--- src/rtl/bg_pkg.sv ---
// Shared definitions for the background scroll scheduler: register map,
// scheduler modes and FSM state encoding.
package bg_pkg;

    localparam logic [5:0] ADDR_SCHED  = 6'h04;
    localparam logic [5:0] ADDR_SPEED0 = 6'h08;
    localparam logic [5:0] ADDR_IRQ    = 6'h14;
    localparam logic [5:0] ADDR_STATUS = 6'h18;

    localparam logic [1:0] MODE_OFF     = 2'd0;
    localparam logic [1:0] MODE_FIXED   = 2'd1;
    localparam logic [1:0] MODE_AUTO    = 2'd2;
    localparam logic [1:0] MODE_OFF_ALT = 2'd3;

    typedef enum logic [1:0] {
        ST_OFF   = 2'd0,
        ST_SHOW  = 2'd1,
        ST_BLANK = 2'd2
    } state_e;

    // Speed registers sit on consecutive word addresses.
    function automatic logic [5:0] speed_addr(input int k);
        return ADDR_SPEED0 + 6'(4 * k);
    endfunction

    function automatic logic mode_is_off(input logic [1:0] m);
        return (m == MODE_OFF) || (m == MODE_OFF_ALT);
    endfunction

endpackage

--- src/rtl/scroll_accum.sv ---
// One layer's sub-pixel horizontal scroll accumulator; advances by the signed
// speed once per frame edge and exposes the integer part as the offset.
module scroll_accum #(
    parameter int OFS_W  = 10,
    parameter int FRAC_W = 4
) (
    input  logic             clk,
    input  logic             rst_n,
    input  logic [7:0]       speed,
    input  logic             fe,
    output logic [OFS_W-1:0] offset
);

    localparam int ACC_W = OFS_W + FRAC_W;

    logic [ACC_W-1:0] acc_q;
    logic [ACC_W-1:0] acc_d;

    // Modular add of the sign-extended speed wraps in both directions.
    always_comb begin
        acc_d = acc_q;
        if (fe) begin
            acc_d = acc_q + {{(ACC_W-8){speed[7]}}, speed};
        end
    end

    always_ff @(posedge clk) begin
        if (!rst_n) begin
            acc_q <= '0;
        end else begin
            acc_q <= acc_d;
        end
    end

    assign offset = acc_q[ACC_W-1:FRAC_W];

endmodule

--- src/rtl/bg_scroll_scheduler.sv ---
// Per-frame sequencer for the scrolling background layers: register file,
// per-layer scroll accumulators, visible-layer FSM and frame interrupt.
module bg_scroll_scheduler
    import bg_pkg::*;
#(
    parameter int NUM_LAYERS = 3,
    parameter int OFS_W      = 10,
    parameter int FRAC_W     = 4,
    parameter int DWELL_W    = 8
) (
    input  logic                        clk,
    input  logic                        rst_n,
    input  logic [5:0]                  address,
    input  logic [31:0]                 data_in,
    input  logic [1:0]                  data_write_n,
    output logic [31:0]                 data_out,
    input  logic                        vsync,
    output logic [NUM_LAYERS-1:0]       layer_en,
    output logic [NUM_LAYERS*OFS_W-1:0] scroll_x,
    output logic                        frame_irq
);

    logic                           vsync_q;
    logic                           fe;
    logic                           wr;
    logic                           wr_sched;
    logic                           unused_bits;

    logic [1:0]                     mode_q, mode_d;
    logic [1:0]                     fixed_q, fixed_d;
    logic                           irq_en_q, irq_en_d;
    logic [DWELL_W-1:0]             dwell_q, dwell_d;
    logic [NUM_LAYERS-1:0][7:0]     speed_q, speed_d;
    logic                           irq_q, irq_d;

    state_e                         state_q, state_d;
    logic [1:0]                     cur_q, cur_d;
    logic [DWELL_W-1:0]             cnt_q, cnt_d;

    logic                           fixed_ok;
    logic [DWELL_W-1:0]             dwell_max;
    logic [DWELL_W:0]               cnt_inc;
    logic [1:0]                     next_layer;

    assign fe          = vsync & ~vsync_q;
    assign wr          = (data_write_n != 2'b11);
    assign wr_sched    = wr && (address == ADDR_SCHED);
    assign unused_bits = ^{data_in[31:16], data_in[7:5]};

    assign fixed_ok   = (32'(fixed_q) < NUM_LAYERS);
    assign dwell_max  = (dwell_q == '0) ? DWELL_W'(1) : dwell_q;
    assign cnt_inc    = {1'b0, cnt_q} + (DWELL_W+1)'(1);
    assign next_layer = (cur_q == 2'(NUM_LAYERS - 1)) ? 2'd0 : cur_q + 2'd1;

    always_comb begin
        mode_d   = mode_q;
        fixed_d  = fixed_q;
        irq_en_d = irq_en_q;
        dwell_d  = dwell_q;
        speed_d  = speed_q;
        if (wr_sched) begin
            mode_d   = data_in[1:0];
            fixed_d  = data_in[3:2];
            irq_en_d = data_in[4];
            dwell_d  = data_in[8 +: DWELL_W];
        end
        for (int k = 0; k < NUM_LAYERS; k++) begin
            if (wr && (address == speed_addr(k))) begin
                speed_d[k] = data_in[7:0];
            end
        end
    end

    // A set from the frame edge wins over a simultaneous clear.
    always_comb begin
        irq_d = irq_q;
        if (wr && (address == ADDR_IRQ) && data_in[0]) begin
            irq_d = 1'b0;
        end
        if (fe && irq_en_q) begin
            irq_d = 1'b1;
        end
    end

    always_comb begin
        state_d = state_q;
        cur_d   = cur_q;
        cnt_d   = cnt_q;
        if (fe) begin
            case (state_q)
                ST_OFF: begin
                    if (mode_q == MODE_FIXED && fixed_ok) begin
                        state_d = ST_SHOW;
                        cur_d   = fixed_q;
                        cnt_d   = '0;
                    end else if (mode_q == MODE_AUTO) begin
                        state_d = ST_SHOW;
                        cur_d   = 2'd0;
                        cnt_d   = '0;
                    end
                end
                ST_SHOW: begin
                    if (mode_q == MODE_FIXED) begin
                        cnt_d = '0;
                        if (fixed_ok) begin
                            cur_d = fixed_q;
                        end else begin
                            state_d = ST_OFF;
                        end
                    end else if (mode_q == MODE_AUTO) begin
                        if (cnt_inc >= {1'b0, dwell_max}) begin
                            state_d = ST_BLANK;
                            cnt_d   = '0;
                        end else begin
                            cnt_d = cnt_inc[DWELL_W-1:0];
                        end
                    end else begin
                        state_d = ST_OFF;
                    end
                end
                ST_BLANK: begin
                    cnt_d = '0;
                    if (mode_q == MODE_AUTO) begin
                        state_d = ST_SHOW;
                        cur_d   = next_layer;
                    end else if (mode_q == MODE_FIXED && fixed_ok) begin
                        state_d = ST_SHOW;
                        cur_d   = fixed_q;
                    end else begin
                        state_d = ST_OFF;
                    end
                end
                default: state_d = ST_OFF;
            endcase
        end
        // Switching off takes effect immediately rather than at the next frame.
        if (wr_sched && mode_is_off(data_in[1:0])) begin
            state_d = ST_OFF;
        end
    end

    always_ff @(posedge clk) begin
        if (!rst_n) begin
            vsync_q  <= 1'b0;
            mode_q   <= MODE_OFF;
            fixed_q  <= 2'd0;
            irq_en_q <= 1'b0;
            dwell_q  <= '0;
            speed_q  <= '0;
            irq_q    <= 1'b0;
            state_q  <= ST_OFF;
            cur_q    <= 2'd0;
            cnt_q    <= '0;
        end else begin
            vsync_q  <= vsync;
            mode_q   <= mode_d;
            fixed_q  <= fixed_d;
            irq_en_q <= irq_en_d;
            dwell_q  <= dwell_d;
            speed_q  <= speed_d;
            irq_q    <= irq_d;
            state_q  <= state_d;
            cur_q    <= cur_d;
            cnt_q    <= cnt_d;
        end
    end

    for (genvar k = 0; k < NUM_LAYERS; k++) begin : g_layer
        scroll_accum #(
            .OFS_W  (OFS_W),
            .FRAC_W (FRAC_W)
        ) u_accum (
            .clk    (clk),
            .rst_n  (rst_n),
            .speed  (speed_q[k]),
            .fe     (fe),
            .offset (scroll_x[k*OFS_W +: OFS_W])
        );
    end

    always_comb begin
        data_out = '0;
        case (address)
            ADDR_SCHED: begin
                data_out[1:0]          = mode_q;
                data_out[3:2]          = fixed_q;
                data_out[4]            = irq_en_q;
                data_out[8 +: DWELL_W] = dwell_q;
            end
            ADDR_IRQ:    data_out[0]   = irq_q;
            ADDR_STATUS: data_out[3:0] = {cur_q, state_q};
            default: ;
        endcase
        for (int k = 0; k < NUM_LAYERS; k++) begin
            if (address == speed_addr(k)) begin
                data_out[7:0] = speed_q[k];
            end
        end
    end

    assign layer_en  = (state_q == ST_SHOW) ? (NUM_LAYERS'(1) << cur_q) : '0;
    assign frame_irq = irq_q;

endmodule

--- config.mk ---
export PLATFORM = sky130hd
export DESIGN_NAME = bg_scroll_scheduler
export DESIGN_NICKNAME = d
export VERILOG_FILES = /design/src/rtl/bg_pkg.sv /design/src/rtl/scroll_accum.sv /design/src/rtl/bg_scroll_scheduler.sv
export SDC_FILE = /design/constraint.sdc
export NUM_CORES = 1
export LEC_CHECK = 0
export BUFFER_PORTS_ARGS = -buffer_cell sky130_fd_sc_hd__buf_4
export CORE_MARGIN = 8
export CORE_UTILIZATION = 62
export CTS_CLUSTER_SIZE = 16
export DETAILED_ROUTE_END_ITERATION = 7
export PLACE_DENSITY = 0.91
export SYNTH_ARGS = -nofsm -noshare
export SYNTH_HDL_FRONTEND = slang
export SYNTH_SLANG_ARGS = --single-unit
--- constraint.sdc ---
create_clock -name clk -period 6.2 [get_ports clk]
set_input_delay 0.62 -clock clk [delete_from_list [all_inputs] [get_ports clk]]
set_output_delay 0.62 -clock clk [all_outputs]
set_load 0.005 [all_outputs]
* Word-level counts from Yosys, hierarchy flattened
Index checks and enable logic that the tools add are counted.
** Storage, ports and cells
- Word-level logic and storage cells :: 99
- Register bits :: 93
- Input bits :: 43
** Operators by class
- Multiplexer cells :: 34
- Bitwise operators :: 3
- $add $sub $neg :: 5
- Shifts and indexed selects :: 1
- Reduce and logical (&&, ||, !) cells :: 19
- Equal/unequal tests :: 20
- $lt $le $gt $ge :: 2
** Operators by type and width (number)
- 8-bit two-way mux :: 10
- 14-bit adder :: 3
- 2-bit two-way mux :: 13
- 8-bit case mux with 3 select lines :: 1
- 6-bit by 5-bit equality test with 1-bit output, second input constant :: 3
- 6-bit by 4-bit equality test with 1-bit output, second input constant :: 2
- 3-bit inequality test, second input constant :: 4
- 2-bit case mux with 3 select lines :: 2
- 8-bit by 1-bit adder with 9-bit output, second input constant :: 1
- 9-bit by 8-bit >= comparator with 1-bit output :: 1
- 1-bit logical AND :: 9
- 2-bit equality test, second input constant :: 4
- 8-bit zero test :: 1
- 4-bit AND reduction :: 2
- 6-bit by 3-bit equality test with 1-bit output, second input constant :: 1
- 2-bit inequality test, second input constant :: 3
- 3-bit case mux with 2 select lines :: 1
- 6-bit AND reduction :: 1
- 1-bit two-way mux :: 5
- 2-bit by 1-bit equality test with 1-bit output, second input constant :: 2
- 2-bit zero test :: 2
- 4-bit inequality test, second input constant :: 1
- 3-bit two-way mux :: 1
- 1-bit case mux with 3 select lines :: 1
- 9 further kinds :: 10

* Longest topological paths before layout
- Depth after elaboration :: 7
- Gate-level depth with buffers :: 11
- Depth with buffers taken out :: 11

* Cells and area by module
Synthesis repeated with hierarchy kept, for this count alone.
** Second synthesis, totals
- Cells, all modules :: 799
- Area, all modules :: 6573.8 sq um
** Modules (own cells, without submodules)
- bg_scroll_scheduler :: times used 1, area each 2965.3 sq um, cells each 366
- scroll_accum (g_layer[0].u_accum ...) :: times used 2, area each 1174.9 sq um, cells each 138
- scroll_accum (g_layer[2].u_accum) :: times used 1, area each 1258.7 sq um, cells each 157

* Worst setup path after synthesis
Ideal clock, no wire load.
- Path type :: input to output
- Start :: input address[1]
- End :: output data_out[6]
- Stages :: 7
- Arrival :: 1934 ps
- Path buffers :: 2
- Path slack :: 3646 ps
- Cells stage by stage :: nor3_1 > nand2b_1 > clkbuf_1 > nor2_1 > clkbuf_1 > a222oi_1 > inv_1
** Between the ends
- Longest elaborated chain between the ends :: 4
** RTL lines
- from (decl) :: RTL line bg_scroll_scheduler.sv:13 : input logic [5:0] address,
- 6-bit by 4-bit equality test with 1-bit output :: RTL line bg_scroll_scheduler.sv:195 : if (address == speed_addr(k)) begin
- 8-bit two-way mux (2 in a row) :: RTL line bg_scroll_scheduler.sv:195
- 8-bit two-way mux * :: RTL line bg_scroll_scheduler.sv:195
- to (decl) :: RTL line bg_scroll_scheduler.sv:16 : output logic [31:0] data_out,
Every way passes the cells marked *; elsewhere a longest branch is shown, timed or not.

* Worst setup path after layout
- Start :: input address[1]
- End :: output data_out[0]
** Between the ends
- Longest elaborated chain between the ends :: 5
** RTL lines
- 6-bit by 5-bit equality test with 1-bit output / 6-bit by 3-bit equality test with 1-bit output (equally long branches) :: RTL line bg_scroll_scheduler.sv:183 : case (address)
- 1-bit case mux with 3 select lines :: RTL line bg_scroll_scheduler.sv:183
- 8-bit two-way mux (2 in a row) :: RTL line bg_scroll_scheduler.sv:195
- 8-bit two-way mux * :: RTL line bg_scroll_scheduler.sv:195
Marked as above.

==> impl_metrics.yaml <==
power:
  leakagePower_nw: 2.91
  pwr-share-comb: 0.080
  intPower_mw: 0.831
  seqPwrFrac: 0.546
  clockPowerShare: 0.374
  powerDensity_nw_per_um2: 164
  vdd_drop_max_mv: 0.115
  switching_share: 0.254
  switchingPower_mw: 0.283
floorplan:
  start_util: 0.641
  boundaryPins: 109
  die_w_um: 117
  fp.dieH_um: 117
  core_region_area_sq_um: 9770
  num_rows: 36
  dieArea_sq_um: 13600
clocking:
  root_buffer: "clkbuf_8"
  cts_buffers: 9
  clock-sinks: 93
  clk_path_buf_depth: 2
  clk_pin_slew_worst_paths_ps: 90
  post_cts_buffers: 0
  cts_tree: "built"
  ctsResizeCount: 0
  holdBufCountCts: 0
  clk-insertion-delay-late_ps: 370
  cts_max_level: 3
final_layout:
  n_antenna_cell: 0
  final_area_sq_um: 6810
  drive_gt1_frac: 0.123
  nets: 936
  area_delta_synth_final_pct: 8.72
  final_cells: 973
  final_util: 0.697
grt:
  overflow: 0
  grtUsageMet1: 0.271
  use_met2: 0.423
  grt_pass1_wl_um: 26100
  gr-usage-met3: 0.0331
  grt_pass1_vias: 5774
  antenna_found_initial: 0
  grt_busiest_layer: "met2"
  grt_max_degree: 86
  grt_usage: 0.237
routing:
  drtPass1Iterations: 5
  ant_nets: 0
  avgViaCountPerCell: 6.07
  wl_um: 16000
  vias: 5905
  drtIter0Drc: 507
  drcViolationCount: 0
  wl_per_cell_um: 16.4
hold_path:
  hold_class: "reg -> reg"
logic_synthesis:
  synth.avg_cell_area_sq_um: 7.76
  ys_ff_latch: 93
  yosysWarnings: 0
  synthArstFlopShare: 0
  netlist_instances: 808
  synth_area_sq_um: 6270
  ys.flop_type: "dfxtp_1"
  ys_types: 61
  ys_seq_area_frac: 0.297
  synth-edff-count: 0
worst_setup_path:
  worst_ep_arrival_time_ps: 2840
  setup.worst_path.class: "in -> out"
  path_cells: "buf_4, nor3_1, nand2b_1, nor2_1, a222oi_1, a31oi_1, buf_4"
  path_common_cell: "buf_4"
  crit_slowest_cell: "nor2_1"
  timing.critical_path.from_type: "input pin"
  cp_max_fo: 16
  cp-end-kind: "primary output"
  cp.required_ps: 5580
  max_stage_delay_ps: 830
timing:
  tns_ps: 0
  setup_viol_count_final: 0
  fin_crit_sh: 0.558
  fmax_ghz: 0.289
  relSlewSlack: 0.350
  finalClockSkew_ps: 9.10
  timing.final.crit_period_ps: 3460
  hold_viol: 0
  rsz0062_at_grt: "no"
  drv_slew: 0
  setup_ws_ps: 2740
  worstMarginPinSlew_ps: 972
placed_design:
  dpl_worst_slack_ps: 2800
  io_buffers: 76
  place_hpwl_um: 11700
  globalplace.congestion: 0.868
  place_area_sq_um: 6620
  placedCellCount: 957
status:
  status: "completed"
flow_run:
  maxCapViolCount: 0
## sequential cells by signal, summed over array words and instances, names as in the netlist
signal and cells:
vsync_q 1, irq_en_q 1, fixed_q 2, speed_q 24, state_q 2, mode_q 2, cnt_q 8, cur_q 2
frame_irq 1, dwell_q 8, g_layer.u_accum.acc_q 42
## cell usage in the layout (no fill, tap or decap), drive strengths merged, types with 3 or more instances in the layout
cell type,count
xnor2,12
xor2,13
nor2b,10
nand2,113
ha,55
a211oi,12
dfxtp,93
a31oi,8
a221oi,3
o211a,4
nor2,54
nor3b,5
nand3,40
clkbuf,12
a21oi,83
and3,6
inv,34
nor4,4
conb,16
or3,9
a22oi,11
a21boi,3
a21o,12
buf,80
a222oi,4
a211o,6
o21a,3
nand4,8
and2,4
nand2b,15
mux2i,10
nor3,17
fa,3
o21bai,3
o21ai,42
o211ai,8
## final timing paths
kind / to / slack, ps / cells past startpoint / start
worst max-delay path: data_out[0] / 2740 / 7 / address[1]
worst min-delay path: g_layer[2].u_accum.acc_q[3] / 460 / 2 / g_layer[2].u_accum.acc_q[3]
worst max register to register: state_q[1] / 3230 / 11 / cnt_q[0]
worst min register to register: g_layer[2].u_accum.acc_q[3] / 460 / 2 / g_layer[2].u_accum.acc_q[3]
## logic make-up after synthesis
group | Yosys count | synth area share
AOI/OAI and AO/OA | 215 | 0.216
buffers and inverters | 113 | 0.0956
muxes | 11 | 0.0178
and+or+nand+nor | 292 | 0.219
adders and majority gates | 58 | 0.119
other | 1 | 0.000598
xor gates and xnor gates | 25 | 0.0349
DFF | 93 | 0.297
## critical path: cells and delay by family
family,cells,cell delay (ps)
and+or+nand+nor,3,1390
AOI/OAI and AO/OA,2,560
buffers and inverters,2,270
## power by group through the flow
stage	Clock, mW	Sequential (mW)	Combinational (mW)
4_1_cts	0.421	0.609	0.0878
3_5_place_dp	0	0.623	0.0870
2_1_floorplan	0	0.621	0.0637
3_3_place_gp	0	0.622	0.0837
5_1_grt	0.441	0.610	0.0976
6_report	0.416	0.609	0.0890
## per-stage QoR
stage	total power, mW	hold WS (ps)
2_1_floorplan	0.685	436
3_3_place_gp	0.706	442
3_5_place_dp	0.710	450
4_1_cts	1.12	459
5_1_grt	1.15	467
6_report	1.11	461
## routing by layer
layer	share of wire	vias up
met1	0.40	2773
li1	-	2868
met3	0.068	41
met4	0.026	0
met2	0.51	223
met5	0	-
## Yosys cell counts (3+ instances only)
| cell type | count | area (sq um) |
|---|---|---|
| nand2_1 | 113 | 424 |
| dfxtp_1 | 93 | 1860 |
| a21oi_1 | 83 | 415 |
| ha_1 | 55 | 688 |
| nor2_1 | 54 | 203 |
| buf_4 | 46 | 345 |
| nand3_1 | 40 | 200 |
| o21ai_0 | 40 | 200 |
| inv_1 | 34 | 128 |
| clkbuf_1 | 27 | 101 |
| nor3_1 | 16 | 80.1 |
| nand2b_1 | 15 | 93.8 |
| xor2_1 | 13 | 114 |
| a211oi_1 | 12 | 90.1 |
| a21o_1 | 12 | 90.1 |
| xnor2_1 | 12 | 105 |
| a22oi_1 | 11 | 82.6 |
| mux2i_1 | 10 | 100 |
| nor2b_1 | 10 | 62.6 |
| a31oi_1 | 8 | 50.1 |
| nand4_1 | 8 | 50.1 |
| o211ai_1 | 8 | 60.1 |
| or3_1 | 8 | 50.1 |
| a211o_1 | 6 | 52.6 |
| and3_1 | 6 | 37.5 |
| nor3b_1 | 5 | 37.5 |
| a222oi_1 | 4 | 40.0 |
| and2_1 | 4 | 25.0 |
| buf_1 | 4 | 15.0 |
| nor4_1 | 4 | 25.0 |
| o211a_1 | 4 | 40.0 |
| fa_1 | 3 | 60.1 |
| o21a_1 | 3 | 22.5 |
| o21bai_1 | 3 | 22.5 |
## layout make-up
class | count | area [sq um]
Clock buffer | 12 | 145
Clock inverter | 4 | 47.5
Fill cell | 797 | 2960
Inverter | 34 | 128
Multi-Input combinational cell | 617 | 3860
Sequential cell | 93 | 1860
Tap cell | 133 | 166
Timing Repair Buffer | 80 | 601
(Power assumes the default switching activity.)
